`config.mk`:
```
export PLATFORM = sky130hd
export DESIGN_NAME = multicycle_ctrl_flat
export DESIGN_NICKNAME = d
export VERILOG_FILES = /design/src/rtl/multicycle_ctrl_pkg.sv /design/src/rtl/multicycle_ctrl_if.sv /design/src/rtl/multicycle_ctrl_opcode_decode.sv /design/src/rtl/multicycle_ctrl.sv /design/src/flat_wrapper.sv
export SDC_FILE = /design/constraint.sdc
export NUM_CORES = 1
export LEC_CHECK = 0
export CAP_MARGIN = 15
export CORE_MARGIN = 10
export CORE_UTILIZATION = 41
export CTS_CLUSTER_DIAMETER = 150
export DETAILED_ROUTE_END_ITERATION = 12
export GPL_TIMING_DRIVEN = 0
export PLACE_DENSITY = 0.74
export REMOVE_ABC_BUFFERS = 1
export SLEW_MARGIN = 20
export SYNTH_ARGS = -nofsm -noshare
export SYNTH_HDL_FRONTEND = slang
export SYNTH_SLANG_ARGS = --single-unit
```
`constraint.sdc`:
```
create_clock -name CLK -period 1.75 [get_ports CLK]
set_input_delay 0.35 -clock CLK [delete_from_list [all_inputs] [get_ports CLK]]
set_output_delay 0.35 -clock CLK [all_outputs]
set_load 0.02 [all_outputs]
```
`src/rtl/multicycle_ctrl_pkg.sv`:
```
// ctrl_pkg: shared states, opcodes and select encodings for the multicycle control FSM.
// The TRAP state exists only when CTRL_ILLEGAL_TRAP_EN is defined.
package ctrl_pkg;

    localparam logic [15:0] TRAP_VECTOR = 16'h0004;

    localparam logic [3:0] OP_ADD  = 4'h0;
    localparam logic [3:0] OP_SUB  = 4'h1;
    localparam logic [3:0] OP_AND  = 4'h2;
    localparam logic [3:0] OP_OR   = 4'h3;
    localparam logic [3:0] OP_ADDI = 4'h4;
    localparam logic [3:0] OP_LW   = 4'h5;
    localparam logic [3:0] OP_SW   = 4'h6;
    localparam logic [3:0] OP_BEQ  = 4'h7;
    localparam logic [3:0] OP_BNE  = 4'h8;
    localparam logic [3:0] OP_JMP  = 4'h9;
    localparam logic [3:0] OP_HALT = 4'hF;

    localparam logic [2:0] ALU_ADD = 3'b000;
    localparam logic [2:0] ALU_SUB = 3'b001;
    localparam logic [2:0] ALU_AND = 3'b010;
    localparam logic [2:0] ALU_OR  = 3'b011;

    localparam logic [1:0] IORD_PC  = 2'b00;
    localparam logic [1:0] IORD_ALU = 2'b01;

    localparam logic [1:0] SRCB_REG    = 2'b00;
    localparam logic [1:0] SRCB_TWO    = 2'b01;
    localparam logic [1:0] SRCB_IMM    = 2'b10;
    localparam logic [1:0] SRCB_IMM_SH = 2'b11;

    localparam logic [1:0] PCS_ALU    = 2'b00;
    localparam logic [1:0] PCS_ALUOUT = 2'b01;
    localparam logic [1:0] PCS_JUMP   = 2'b10;
    localparam logic [1:0] PCS_TRAP   = 2'b11;

    typedef enum logic [3:0] {
        S_FETCH,
        S_DECODE,
        S_R_EXEC,
        S_R_WB,
        S_I_EXEC,
        S_I_WB,
        S_MEM_ADDR,
        S_MEM_RD,
        S_MEM_WB,
        S_MEM_WR,
        S_BRANCH,
        S_JUMP,
`ifdef CTRL_ILLEGAL_TRAP_EN
        S_TRAP,
`endif
        S_HALT
    } state_t;

    typedef enum logic [2:0] {
        CLS_R,
        CLS_I,
        CLS_LD,
        CLS_ST,
        CLS_BR,
        CLS_J,
        CLS_HALT,
        CLS_ILL
    } cls_t;

    typedef struct packed {
        logic       pc_w;
        logic [1:0] iord;
        logic       mem_read;
        logic       mem_write;
        logic       ir_w;
        logic       reg_write;
        logic       reg_dst;
        logic       mem_to_reg;
        logic       alu_src_a;
        logic [1:0] alu_src_b;
        logic [2:0] alu_op;
        logic [1:0] pc_source;
        logic       retire;
        logic       halted;
    } ctrl_t;

endpackage

```
`src/rtl/multicycle_ctrl_if.sv`:
```
// multicycle_ctrl_if: controller <-> datapath bundle; master is the controller side.
interface multicycle_ctrl_if;
    logic [3:0] opcode;
    logic       zero;
    logic       mem_ready;
    logic       PCw;
    logic [1:0] IorD;
    logic       MemRead;
    logic       MemWrite;
    logic       IRw;
    logic       RegWrite;
    logic       RegDst;
    logic       MemtoReg;
    logic       ALUSrcA;
    logic [1:0] ALUSrcB;
    logic [2:0] ALUOp;
    logic [1:0] PCSource;
    logic       retire;
    logic       halted;

    modport master (
        input  opcode, zero, mem_ready,
        output PCw, IorD, MemRead, MemWrite, IRw, RegWrite, RegDst, MemtoReg,
               ALUSrcA, ALUSrcB, ALUOp, PCSource, retire, halted
    );

    modport slave (
        output opcode, zero, mem_ready,
        input  PCw, IorD, MemRead, MemWrite, IRw, RegWrite, RegDst, MemtoReg,
               ALUSrcA, ALUSrcB, ALUOp, PCSource, retire, halted
    );
endinterface

```
`src/rtl/multicycle_ctrl_opcode_decode.sv`:
```
// ctrl_opcode_decode: maps IR[15:12] to an instruction class for the DECODE transition.
module ctrl_opcode_decode
    import ctrl_pkg::*;
(
    input  logic [3:0] opcode,
    output cls_t       cls
);
    assign cls = (opcode <= OP_OR)                       ? CLS_R    :
                 (opcode == OP_ADDI)                     ? CLS_I    :
                 (opcode == OP_LW)                       ? CLS_LD   :
                 (opcode == OP_SW)                       ? CLS_ST   :
                 (opcode == OP_BEQ || opcode == OP_BNE)  ? CLS_BR   :
                 (opcode == OP_JMP)                      ? CLS_J    :
                 (opcode == OP_HALT)                     ? CLS_HALT : CLS_ILL;
endmodule

```
`src/rtl/multicycle_ctrl.sv`:
```
// multicycle_ctrl: FETCH/DECODE/EXEC/MEM/WB sequencer for the 16-bit multicycle datapath.
// Optional CTRL_ILLEGAL_TRAP_EN: illegal opcodes A-E vector to TRAP_VECTOR instead of acting as NOP.
module multicycle_ctrl
    import ctrl_pkg::*;
(
    input logic CLK,
    input logic reset,
    multicycle_ctrl_if.master bus
);
    state_t state, state_next;
    cls_t   cls;
    ctrl_t  c;
    logic   halt_seen;

    ctrl_opcode_decode u_dec (
        .opcode (bus.opcode),
        .cls    (cls)
    );

    always_ff @(posedge CLK) begin
        if (reset) begin
            state     <= S_FETCH;
            halt_seen <= 1'b0;
        end else begin
            state     <= state_next;
            halt_seen <= (state == S_HALT);
        end
    end

    always_comb begin
        c          = '0;
        state_next = state;
        case (state)
            S_FETCH: begin
                c.iord      = IORD_PC;
                c.mem_read  = 1'b1;
                c.alu_src_b = SRCB_TWO;
                c.alu_op    = ALU_ADD;
                c.pc_source = PCS_ALU;
                // PC/IR only latch in the completing cycle, so a stall never double-increments
                c.pc_w      = bus.mem_ready;
                c.ir_w      = bus.mem_ready;
                state_next  = bus.mem_ready ? S_DECODE : S_FETCH;
            end
            S_DECODE: begin
                c.alu_src_b = SRCB_IMM_SH;
                c.alu_op    = ALU_ADD;
                case (cls)
                    CLS_R:    state_next = S_R_EXEC;
                    CLS_I:    state_next = S_I_EXEC;
                    CLS_LD,
                    CLS_ST:   state_next = S_MEM_ADDR;
                    CLS_BR:   state_next = S_BRANCH;
                    CLS_J:    state_next = S_JUMP;
                    CLS_HALT: state_next = S_HALT;
                    default: begin
`ifdef CTRL_ILLEGAL_TRAP_EN
                        state_next = S_TRAP;
`else
                        state_next = S_FETCH;
                        c.retire   = 1'b1;
`endif
                    end
                endcase
            end
            S_R_EXEC: begin
                c.alu_src_a = 1'b1;
                c.alu_src_b = SRCB_REG;
                c.alu_op    = bus.opcode[2:0];
                state_next  = S_R_WB;
            end
            S_R_WB: begin
                c.reg_write = 1'b1;
                c.reg_dst   = 1'b1;
                c.retire    = 1'b1;
                state_next  = S_FETCH;
            end
            S_I_EXEC: begin
                c.alu_src_a = 1'b1;
                c.alu_src_b = SRCB_IMM;
                c.alu_op    = ALU_ADD;
                state_next  = S_I_WB;
            end
            S_I_WB: begin
                c.reg_write = 1'b1;
                c.retire    = 1'b1;
                state_next  = S_FETCH;
            end
            S_MEM_ADDR: begin
                c.alu_src_a = 1'b1;
                c.alu_src_b = SRCB_IMM;
                c.alu_op    = ALU_ADD;
                state_next  = (cls == CLS_LD) ? S_MEM_RD : S_MEM_WR;
            end
            S_MEM_RD: begin
                c.iord     = IORD_ALU;
                c.mem_read = 1'b1;
                state_next = bus.mem_ready ? S_MEM_WB : S_MEM_RD;
            end
            S_MEM_WB: begin
                c.reg_write  = 1'b1;
                c.mem_to_reg = 1'b1;
                c.retire     = 1'b1;
                state_next   = S_FETCH;
            end
            S_MEM_WR: begin
                c.iord      = IORD_ALU;
                c.mem_write = 1'b1;
                c.retire    = bus.mem_ready;
                state_next  = bus.mem_ready ? S_FETCH : S_MEM_WR;
            end
            S_BRANCH: begin
                c.alu_src_a = 1'b1;
                c.alu_src_b = SRCB_REG;
                c.alu_op    = ALU_SUB;
                c.pc_source = PCS_ALUOUT;
                c.pc_w      = (bus.opcode == OP_BNE) ? ~bus.zero : bus.zero;
                c.retire    = 1'b1;
                state_next  = S_FETCH;
            end
            S_JUMP: begin
                c.pc_source = PCS_JUMP;
                c.pc_w      = 1'b1;
                c.retire    = 1'b1;
                state_next  = S_FETCH;
            end
`ifdef CTRL_ILLEGAL_TRAP_EN
            S_TRAP: begin
                c.pc_source = PCS_TRAP;
                c.pc_w      = 1'b1;
                c.retire    = 1'b1;
                state_next  = S_FETCH;
            end
`endif
            S_HALT: begin
                c.halted   = 1'b1;
                c.retire   = ~halt_seen;
            end
            default: state_next = S_FETCH;
        endcase
        // reset aborts whatever is in flight: every enable and select drops to zero
        if (reset)
            c = '0;
    end

    assign bus.PCw      = c.pc_w;
    assign bus.IorD     = c.iord;
    assign bus.MemRead  = c.mem_read;
    assign bus.MemWrite = c.mem_write;
    assign bus.IRw      = c.ir_w;
    assign bus.RegWrite = c.reg_write;
    assign bus.RegDst   = c.reg_dst;
    assign bus.MemtoReg = c.mem_to_reg;
    assign bus.ALUSrcA  = c.alu_src_a;
    assign bus.ALUSrcB  = c.alu_src_b;
    assign bus.ALUOp    = c.alu_op;
    assign bus.PCSource = c.pc_source;
    assign bus.retire   = c.retire;
    assign bus.halted   = c.halted;
endmodule

```
`src/flat_wrapper.sv`:
```
// flat-port wrapper written by rule: the top's interface ports become plain ports
module multicycle_ctrl_flat import ctrl_pkg::*;
  (CLK, reset, bus_opcode, bus_zero, bus_mem_ready, bus_PCw, bus_IorD, bus_MemRead, bus_MemWrite, bus_IRw, bus_RegWrite, bus_RegDst, bus_MemtoReg, bus_ALUSrcA, bus_ALUSrcB, bus_ALUOp, bus_PCSource, bus_retire, bus_halted);
  multicycle_ctrl_if bus_i ();
  input logic CLK;
  input logic reset;
  input wire logic [$bits(bus_i.opcode)-1:0] bus_opcode;
  input wire logic [$bits(bus_i.zero)-1:0] bus_zero;
  input wire logic [$bits(bus_i.mem_ready)-1:0] bus_mem_ready;
  output wire logic [$bits(bus_i.PCw)-1:0] bus_PCw;
  output wire logic [$bits(bus_i.IorD)-1:0] bus_IorD;
  output wire logic [$bits(bus_i.MemRead)-1:0] bus_MemRead;
  output wire logic [$bits(bus_i.MemWrite)-1:0] bus_MemWrite;
  output wire logic [$bits(bus_i.IRw)-1:0] bus_IRw;
  output wire logic [$bits(bus_i.RegWrite)-1:0] bus_RegWrite;
  output wire logic [$bits(bus_i.RegDst)-1:0] bus_RegDst;
  output wire logic [$bits(bus_i.MemtoReg)-1:0] bus_MemtoReg;
  output wire logic [$bits(bus_i.ALUSrcA)-1:0] bus_ALUSrcA;
  output wire logic [$bits(bus_i.ALUSrcB)-1:0] bus_ALUSrcB;
  output wire logic [$bits(bus_i.ALUOp)-1:0] bus_ALUOp;
  output wire logic [$bits(bus_i.PCSource)-1:0] bus_PCSource;
  output wire logic [$bits(bus_i.retire)-1:0] bus_retire;
  output wire logic [$bits(bus_i.halted)-1:0] bus_halted;
  assign bus_i.opcode = bus_opcode;
  assign bus_i.zero = bus_zero;
  assign bus_i.mem_ready = bus_mem_ready;
  assign bus_PCw = bus_i.PCw;
  assign bus_IorD = bus_i.IorD;
  assign bus_MemRead = bus_i.MemRead;
  assign bus_MemWrite = bus_i.MemWrite;
  assign bus_IRw = bus_i.IRw;
  assign bus_RegWrite = bus_i.RegWrite;
  assign bus_RegDst = bus_i.RegDst;
  assign bus_MemtoReg = bus_i.MemtoReg;
  assign bus_ALUSrcA = bus_i.ALUSrcA;
  assign bus_ALUSrcB = bus_i.ALUSrcB;
  assign bus_ALUOp = bus_i.ALUOp;
  assign bus_PCSource = bus_i.PCSource;
  assign bus_retire = bus_i.retire;
  assign bus_halted = bus_i.halted;
  multicycle_ctrl u_core (.CLK(CLK), .reset(reset), .bus(bus_i));
endmodule
```
# == Yosys cells after proc, flatten, opt, wreduce, memory -nomap -nowiden ==
# Index checks and enable logic that the tools add are counted.
# W data, S select, Z words.
# word_totals
regBits,5
input_bits,8
output_inout_bits,19
word_cells,70
# op_classes
magnitude_cmp,1
eq_ne,25
n_mux,29
bitwise,2
n_reduce_logical,11
# op_table
operator,count
$eq A4 B3 Y1 const B,8
$eq A4 B4 Y1 const B,8
$pmux W4 S8,1
$pmux W5 S5,1
$pmux W4 S6,1
$mux W19,1
$mux W1,13
$mux W3,4
$mux W4,3
$eq A3 B3 Y1 const B,3
$eq A4 B2 Y1 const B,2
$reduce_or A2 Y1,4
$reduce_or A7 Y1,1
$eq A3 B2 Y1 const B,2
$reduce_or A5 Y1,1
$eq A4 B1 Y1 const B,1
$le A4 B2 Y1 const B,1
$logic_not A4 Y1,1
$mux W2,2
$pmux W1 S4,1
$pmux W2 S2,1
$reduce_or A4 Y1,1
$eq A3 B1 Y1 const B,1
$logic_not A3 Y1,1
other kinds (4),5

# == Logic depth before layout (Yosys ltp) ==
# Gate-level depths: netlist of run 1.
# logic_depth
depth_word,13
ltp_mapped,6
mapped_depth_nobuf,4

# == By module ==
# Synthesis of run 1 repeated with hierarchy kept, for this count alone.
# hier_totals
hier_cells,108
hier_area_um2,737.0
# by_module_without_submodules
mod,n_inst,cells_each,area_per_inst_um2,seq_area_each_um2
multicycle_ctrl,1,100,679.4,100.1
ctrl_opcode_decode,1,8,57.6,0.0

# == Worst setup path before layout of run 1 ==
# No wires, ideal clock.
# synth_timing
kind,register -> output
start,register u_core.state[1]
end,output port bus_ALUSrcA
arrival_time_ps,1782
required_ps,1400
setup_slack_ps,-382
stages_incl_launch_ff,5
cell_sequence,dfxtp_1 -> buf_2 -> buf_2 -> nor2_1 -> a2111oi_0
# synth_between
elab_chain_cells,4
elab_cells_between_ends,7
# synth_rtl
item,line,text
start: declaration,multicycle_ctrl.sv:10,"state_t state, state_next;"
start signal: assignment,multicycle_ctrl.sv:25,state <= state_next;
$eq A4 B2 Y1 (tied with other cells),multicycle_ctrl.sv:33,case (state)
$reduce_or A4 Y1 (no line) (*),n/a,
$mux W1 (*),multicycle_ctrl.sv:33,
$mux W19 (*),multicycle_ctrl.sv:142,if (reset)
end: declaration,flat_wrapper.sv:18,output wire logic [$bits(bus_i.ALUSrcA)-1:0] bus_ALUSrcA;
# Mark *: on every way between the ends. The rest lies on a longest branch, timed or not.

# == Final worst setup path of run 1 ==
# layout_timing
start,register u_core.state[0]
end,output port bus_RegWrite
# layout_between
elab_chain_cells,4
elab_cells_between_ends,6
# layout_rtl
item,line,text
$eq A4 B2 Y1 (tied with other cells),multicycle_ctrl.sv:33,
$reduce_or A3 Y1 (no line) (*),n/a,
$mux W1 (*),multicycle_ctrl.sv:33,
$mux W19 (*),multicycle_ctrl.sv:142,
end: declaration,flat_wrapper.sv:15,output wire logic [$bits(bus_i.RegWrite)-1:0] bus_RegWrite;
# Marked as above.

==> flow_summary.yaml, run 1 <==
logic_synthesis:
  yosysMostFrequentCell: "nor2_1"
  synth-edff-count: 0
  syn_area_um2: 739
  ys_types: 39
  yosysWarnings: 0
  yosys.area.top_type: "dfxtp_1"
  synth_ff_type: "dfxtp_1"
  synth_area_per_cell_um2: 6.72
  netlist_instances: 110
  ys_seq_area_share_pct: 13.5
  ys_top_cells_by_count: "nor2_1, a21oi_1, buf_2, nor3_1, nand2b_1"
  ys_seq_elements: 5
  synth_top_area_share_pct: 13.5
  synthArstFlopShare_pct: 0
  ys_top_cells_by_area: "dfxtp_1, a21oi_1, nor2_1"
route:
  viasPerCell: 6.04
  routed_wl_mm: 3.19
  wl_per_cell_um: 18.3
  dr.pass1.iters: 4
  route.detailed.drc: 0
  ant_nets: 0
  drt_iter0_markers: 37
  num_vias: 1051
critical_path:
  cp.arrival_ns: 1.43
  crit_slowest_cell: "or3b_4"
  critPathMaxFanout: 6
  cpLargestDelayFamily: "simple AND/OR/NAND/NOR gates"
  required_ns: 1.40
  path_buf_inv: 1
  crit_chain: "or3b_4, a21oi_2, a31oi_1, nor2_1, buf_4"
  critPathMaxStageDelay_ns: 0.40
  worstSetupEndpointType: "output pin"
  cp-start-kind: "flop"
  worstSetupPathType: "reg2out"
timing:
  rsz0062_at_grt: "yes"
  setup_violations: 3
  whs_ns: 0.548
  finClkSkew_ns: 0.00313
  fin_ws_ns: -0.0282
  slew_viol_final: 0
  clock.fmax_ghz: 0.562
  period_needed_ns: 1.78
  min_period_over_period_pct: 102
  finalHoldViolations: 0
  fin_setup_tns_ns: -0.0439
clock_network:
  cts.clk_slew.worst_paths_ns: 0.05
  cts_inserted_buffers: 3
  numClockSinks: 5
  holdBufCountCts: 0
  cts.path.max_buffers: 2
  cts_tree: "yes"
  cts_max_level: 1
  root_buffer: "clkbuf_4"
  clock_latency_ns: 0.25
placement:
  pre_cts_ws_ns: -1.01
  routabilityCongestion: 0.796
  hpwl_mm: 1.59
  port_buffers: 25
floorplan:
  ios: 27
  die_w_um: 62.5
  initial_utilization_pct: 42.8
  dieArea_um2: 3900
  core_um2: 1730
  rows: 15
  die_h_um: 62.5
final_layout:
  final_layout_size_suffix_gt1_share_pct: 53.0
  diodes: 0
  area_growth_pct: 72.4
  fin_nets: 158
global_routing:
  grt_antenna_before_repair: 0
  grt_pass1_wl_mm: 4.37
  gr-total-overflow: 0
  grt_max_degree: 17
  grt_use_total_pct: 13.1
  grt_pass1_vias: 972
power:
  ir_drop_mv: 0.298
  p_per_area_nw_per_um2: 480
  leakagePower_nw: 0.576
  power_mw: 0.612
flow_run:
  drv_cap: 0
min_path:
  hold_class: "in2reg"
outcome:
  status: "finished, violations left"
  violations: "negative setup slack"
what timing repair did:
| action | CTS | global route |
|---|---|---|
| resized for setup | 117 | 48 |
| pin swaps | 6 | 7 |
| setup endpoints to repair | 22 | 16 |
| buffers inserted | 12 | 12 |
final timing paths:
path,from,end,slack (ns),cells past startpoint
setup / recovery,u_core.state[0],bus_RegWrite,-0.03,5
hold reg to reg,u_core.state[3],u_core.halt_seen,0.65,2
setup reg to reg,u_core.state[0],u_core.state[3],0.27,5
hold / removal,bus_opcode[2],u_core.state[2],0.55,4
power breakdown:
group	total, mW	leakage [nW]	internal [mW]	switching [mW]
Sequential	0.135	0.0436	0.119	0.0154
Clock	0.142	0.0150	0.0867	0.0551
Combinational	0.335	0.518	0.154	0.182
through the flow:
stage	instances	instance area, um^2	util, %
after floorplan	96	662	-
after global placement	146	943	54.6
after detailed placement	146	943	54.6
after CTS	162	1080	62.6
after global routing	174	1270	73.8
final	174	1270	73.8
tightest hold or removal path: cells and delay by family:
family	cells	cell delay (ns)
compound gates	2	0.22
buf+inv	2	0.19
kinds of logic (layout without fill, tap and decap cells):
kind of cell              count (synthesis)  after routing  synth area share (%)
other                                     1              1                 0.507
DFF                                       5              5                  13.5
xor gates and xnor gates                  2              2                  2.37
AOI/OAI and AO/OA                        31             31                  27.8
and+or+nand+nor                          56             56                  44.8
buffers and inverters                    15             54                  11.0
sequential cells by signal (all words and copies together), names as in the netlist:
signal,flops
u_core.halt_seen,1
u_core.state,4
per-layer routing:
metal  share of wire [%]  GRT usage [%]  routed length, um
met2                  50           22.9               1600
met1                  42           14.8               1350
met3                 5.5           2.69                174
met4                 2.1           5.87                 67
met5                   0              0                  0
layout by cell type, fill, tap and decap left out, types with 2 or more instances in the layout:
cell and count:
o21ai_0 2, o21bai_1 4, nor3b_1 2, nand3_1 3, buf_4 22, nor2_4 3
nand3b_1 3, clkbuf_4 3, clkbuf_2 5, buf_6 6, o21ai_1 2, dfxtp_4 4
nor3_1 6, buf_8 3, o22ai_1 2, nor3_2 3, a21oi_2 3, and3_1 4
buf_2 9, a21oi_1 7, nor2_1 9, nand2_1 3, nand2b_4 2, nand2b_1 4
layout make-up:
type                    instances  area (um^2)
clock buffers                   4         26.3
flip-flops and latches          5          115
repair buffers                 49          400
multi-input cells              90          698
fillers                       136          452
well taps                      25         31.3
inverters                       1         3.75
Power figures use the tool's default switching activity.
==> run 2, diff against run 1 <==
--- a/config.mk
+++ b/config.mk
@@ -6,12 +6,11 @@
 export NUM_CORES = 1
 export LEC_CHECK = 0
 export CAP_MARGIN = 15
-export CORE_MARGIN = 10
-export CORE_UTILIZATION = 41
+export CORE_UTILIZATION = 44
 export CTS_CLUSTER_DIAMETER = 150
 export DETAILED_ROUTE_END_ITERATION = 12
 export GPL_TIMING_DRIVEN = 0
-export PLACE_DENSITY = 0.74
+export PLACE_DENSITY = 0.78
 export REMOVE_ABC_BUFFERS = 1
 export SLEW_MARGIN = 20
 export SYNTH_ARGS = -nofsm -noshare
==> run 2 against run 1 <==
Against the previous run:
- the run still ends with negative setup slack left
- global-route usage grew 17 points
- count of clock-buffer cells in the layout unchanged
- cell area shrank 13%
- sequential share of layout area is 1.4 points higher
- hold slack worse by 0.020 ns
- worst setup slack got worse by 0.039 ns
==> flow_summary.yaml, run 2 (synthesis gave the netlist of run 1 again) <==
outcome:
  status: "finished, violations left"
  violations: "negative setup slack"
timing:
  slew_viol_final: 0
  finalHoldViolations: 0
  rsz0062_at_grt: "yes"
  period_needed_ns: 1.82
  min_period_over_period_pct: 104
  whs_ns: 0.529
  fin_ws_ns: -0.0676
  setup_violations: 4
  finClkSkew_ns: 0.00130
  clock.fmax_ghz: 0.550
route:
  maxUsedRoutingLayer: "met4"
  wl_met2_mm: 1.25
  num_vias: 980
  dr_wl_met3_um: 221
  drt_iter0_markers: 16
  ant_nets: 0
  dr.pass1.iters: 4
  routed_wl_mm: 2.61
  route.detailed.drc: 0
  wl_per_cell_um: 16.5
  viasPerCell: 6.20
  wl_met1_mm: 1.07
critical_path:
  critPathMaxFanout: 7
  crit_chain: "or3b_4, a21oi_2, a31oi_1, nor2_1, buf_4"
  worstSetupPathType: "reg2out"
  worstSetupEndpointType: "output pin"
  required_ns: 1.40
  path_buf_inv: 1
  cp.arrival_ns: 1.47
  cpLargestDelayFamily: "simple AND/OR/NAND/NOR gates"
  crit_slowest_cell: "or3b_4"
  critPathMaxStageDelay_ns: 0.40
  cp-start-kind: "flop"
final_layout:
  n_fill_cell: 126
  utilization_pct: 71.8
  multi_input_area_um2: 641
  layout.cells.non_filler: 158
  area_growth_pct: 49.6
  fin_nets: 151
  final_layout_size_suffix_gt1_share_pct: 45.1
  largest_reg_flops: 4
  diodes: 0
  final_common_cell: "buf_4"
  largest-register: "u_core.state"
  final_cell_mix: "buf_4, buf_2, nor2_1"
  final_area_um2: 1110
  regArea_um2: 115
  reg_top3: "u_core.state (4), u_core.halt_seen (1)"
global_routing:
  grt_max_degree: 17
  grt_pass1_vias: 877
  gr-total-overflow: 0
  grt_pass1_wl_mm: 4.20
  grt_antenna_before_repair: 0
  grt_use_total_pct: 30.2
placement:
  routabilityCongestion: 0.845
  dp.cells: 137
  port_buffers: 25
  place_area_um2: 932
  hpwl_mm: 1.24
clock_network:
  root_buffer: "clkbuf_4"
  cts_inserted_buffers: 3
  cts.path.max_buffers: 2
  cts_tree: "yes"
  cts.clk_slew.worst_paths_ns: 0.05
  clock_latency_ns: 0.26
  numClockSinks: 5
  cts_max_level: 1
floorplan:
  ios: 27
  core_um2: 1540
  die_w_um: 43.0
  initial_utilization_pct: 48.0
  dieArea_um2: 1850
  rows: 14
  die_h_um: 43.0
power:
  leakagePower_nw: 0.501
  ir_drop_mv: 0.568
  p_per_area_nw_per_um2: 513
flow_run:
  drv_cap: 0
min_path:
  hold_class: "in2reg"
run 2: cell count changes in the layout (fill, tap and decap cells not counted), sizes merged:
cell	change
buf	-7
run 2: final timing paths:
path         slack [ns]            start                to  depth (start not counted)
min reg2reg        0.69  u_core.state[0]  u_core.halt_seen                          2
max reg2reg        0.33  u_core.state[2]   u_core.state[3]                          5
max               -0.07  u_core.state[0]      bus_RegWrite                          5
min                0.53            reset   u_core.state[3]                          2
run 2: power by group:
part	internal (mW)	total [mW]	switching [mW]
Clock	0.0871	0.148	0.0614
Combinational	0.127	0.282	0.155
Sequential	0.119	0.137	0.0178
run 2: final cells by class:
| class | instances | area share (%) |
|---|---|---|
| Tap cell | 16 | 1.81 |
| Inverter | 1 | 0.339 |
| Clock buffer | 4 | 2.38 |
| Multi-Input combinational cell | 90 | 57.9 |
| Sequential cell | 5 | 10.4 |
| Timing Repair Buffer | 42 | 27.1 |
run 2: per-stage QoR:
| step | total power, mW | setup WS [ns] | setup TNS [ns] |
|---|---|---|---|
| after floorplan | 0.268 | -0.523 | -0.991 |
| after global placement | 0.352 | -0.975 | -13.50 |
| after detailed placement | 0.356 | -1.01 | -13.89 |
| after CTS | 0.532 | -0.0499 | -0.112 |
| after global routing | 0.603 | -0.140 | -0.650 |
| final | 0.568 | -0.0676 | -0.130 |
run 2: layer usage:
| metal | GRT usage (%) | vias to the layer above |
|---|---|---|
| met3 | 8.94 | 12 |
| met1 | 37.0 | 447 |
| met4 | 10.3 | 0 |
| li1 | - | 464 |
| met2 | 50.0 | 57 |
| met5 | 0 | - |
run 2: repair_timing:
action,4_1_cts,5_1_grt
hold buffers,0,0
gates resized for setup,118,18
gates cloned,0,0
pin swaps,6,4
buffers inserted,13,4
hold endpoints to repair,0,0
setup endpoints to repair,22,14
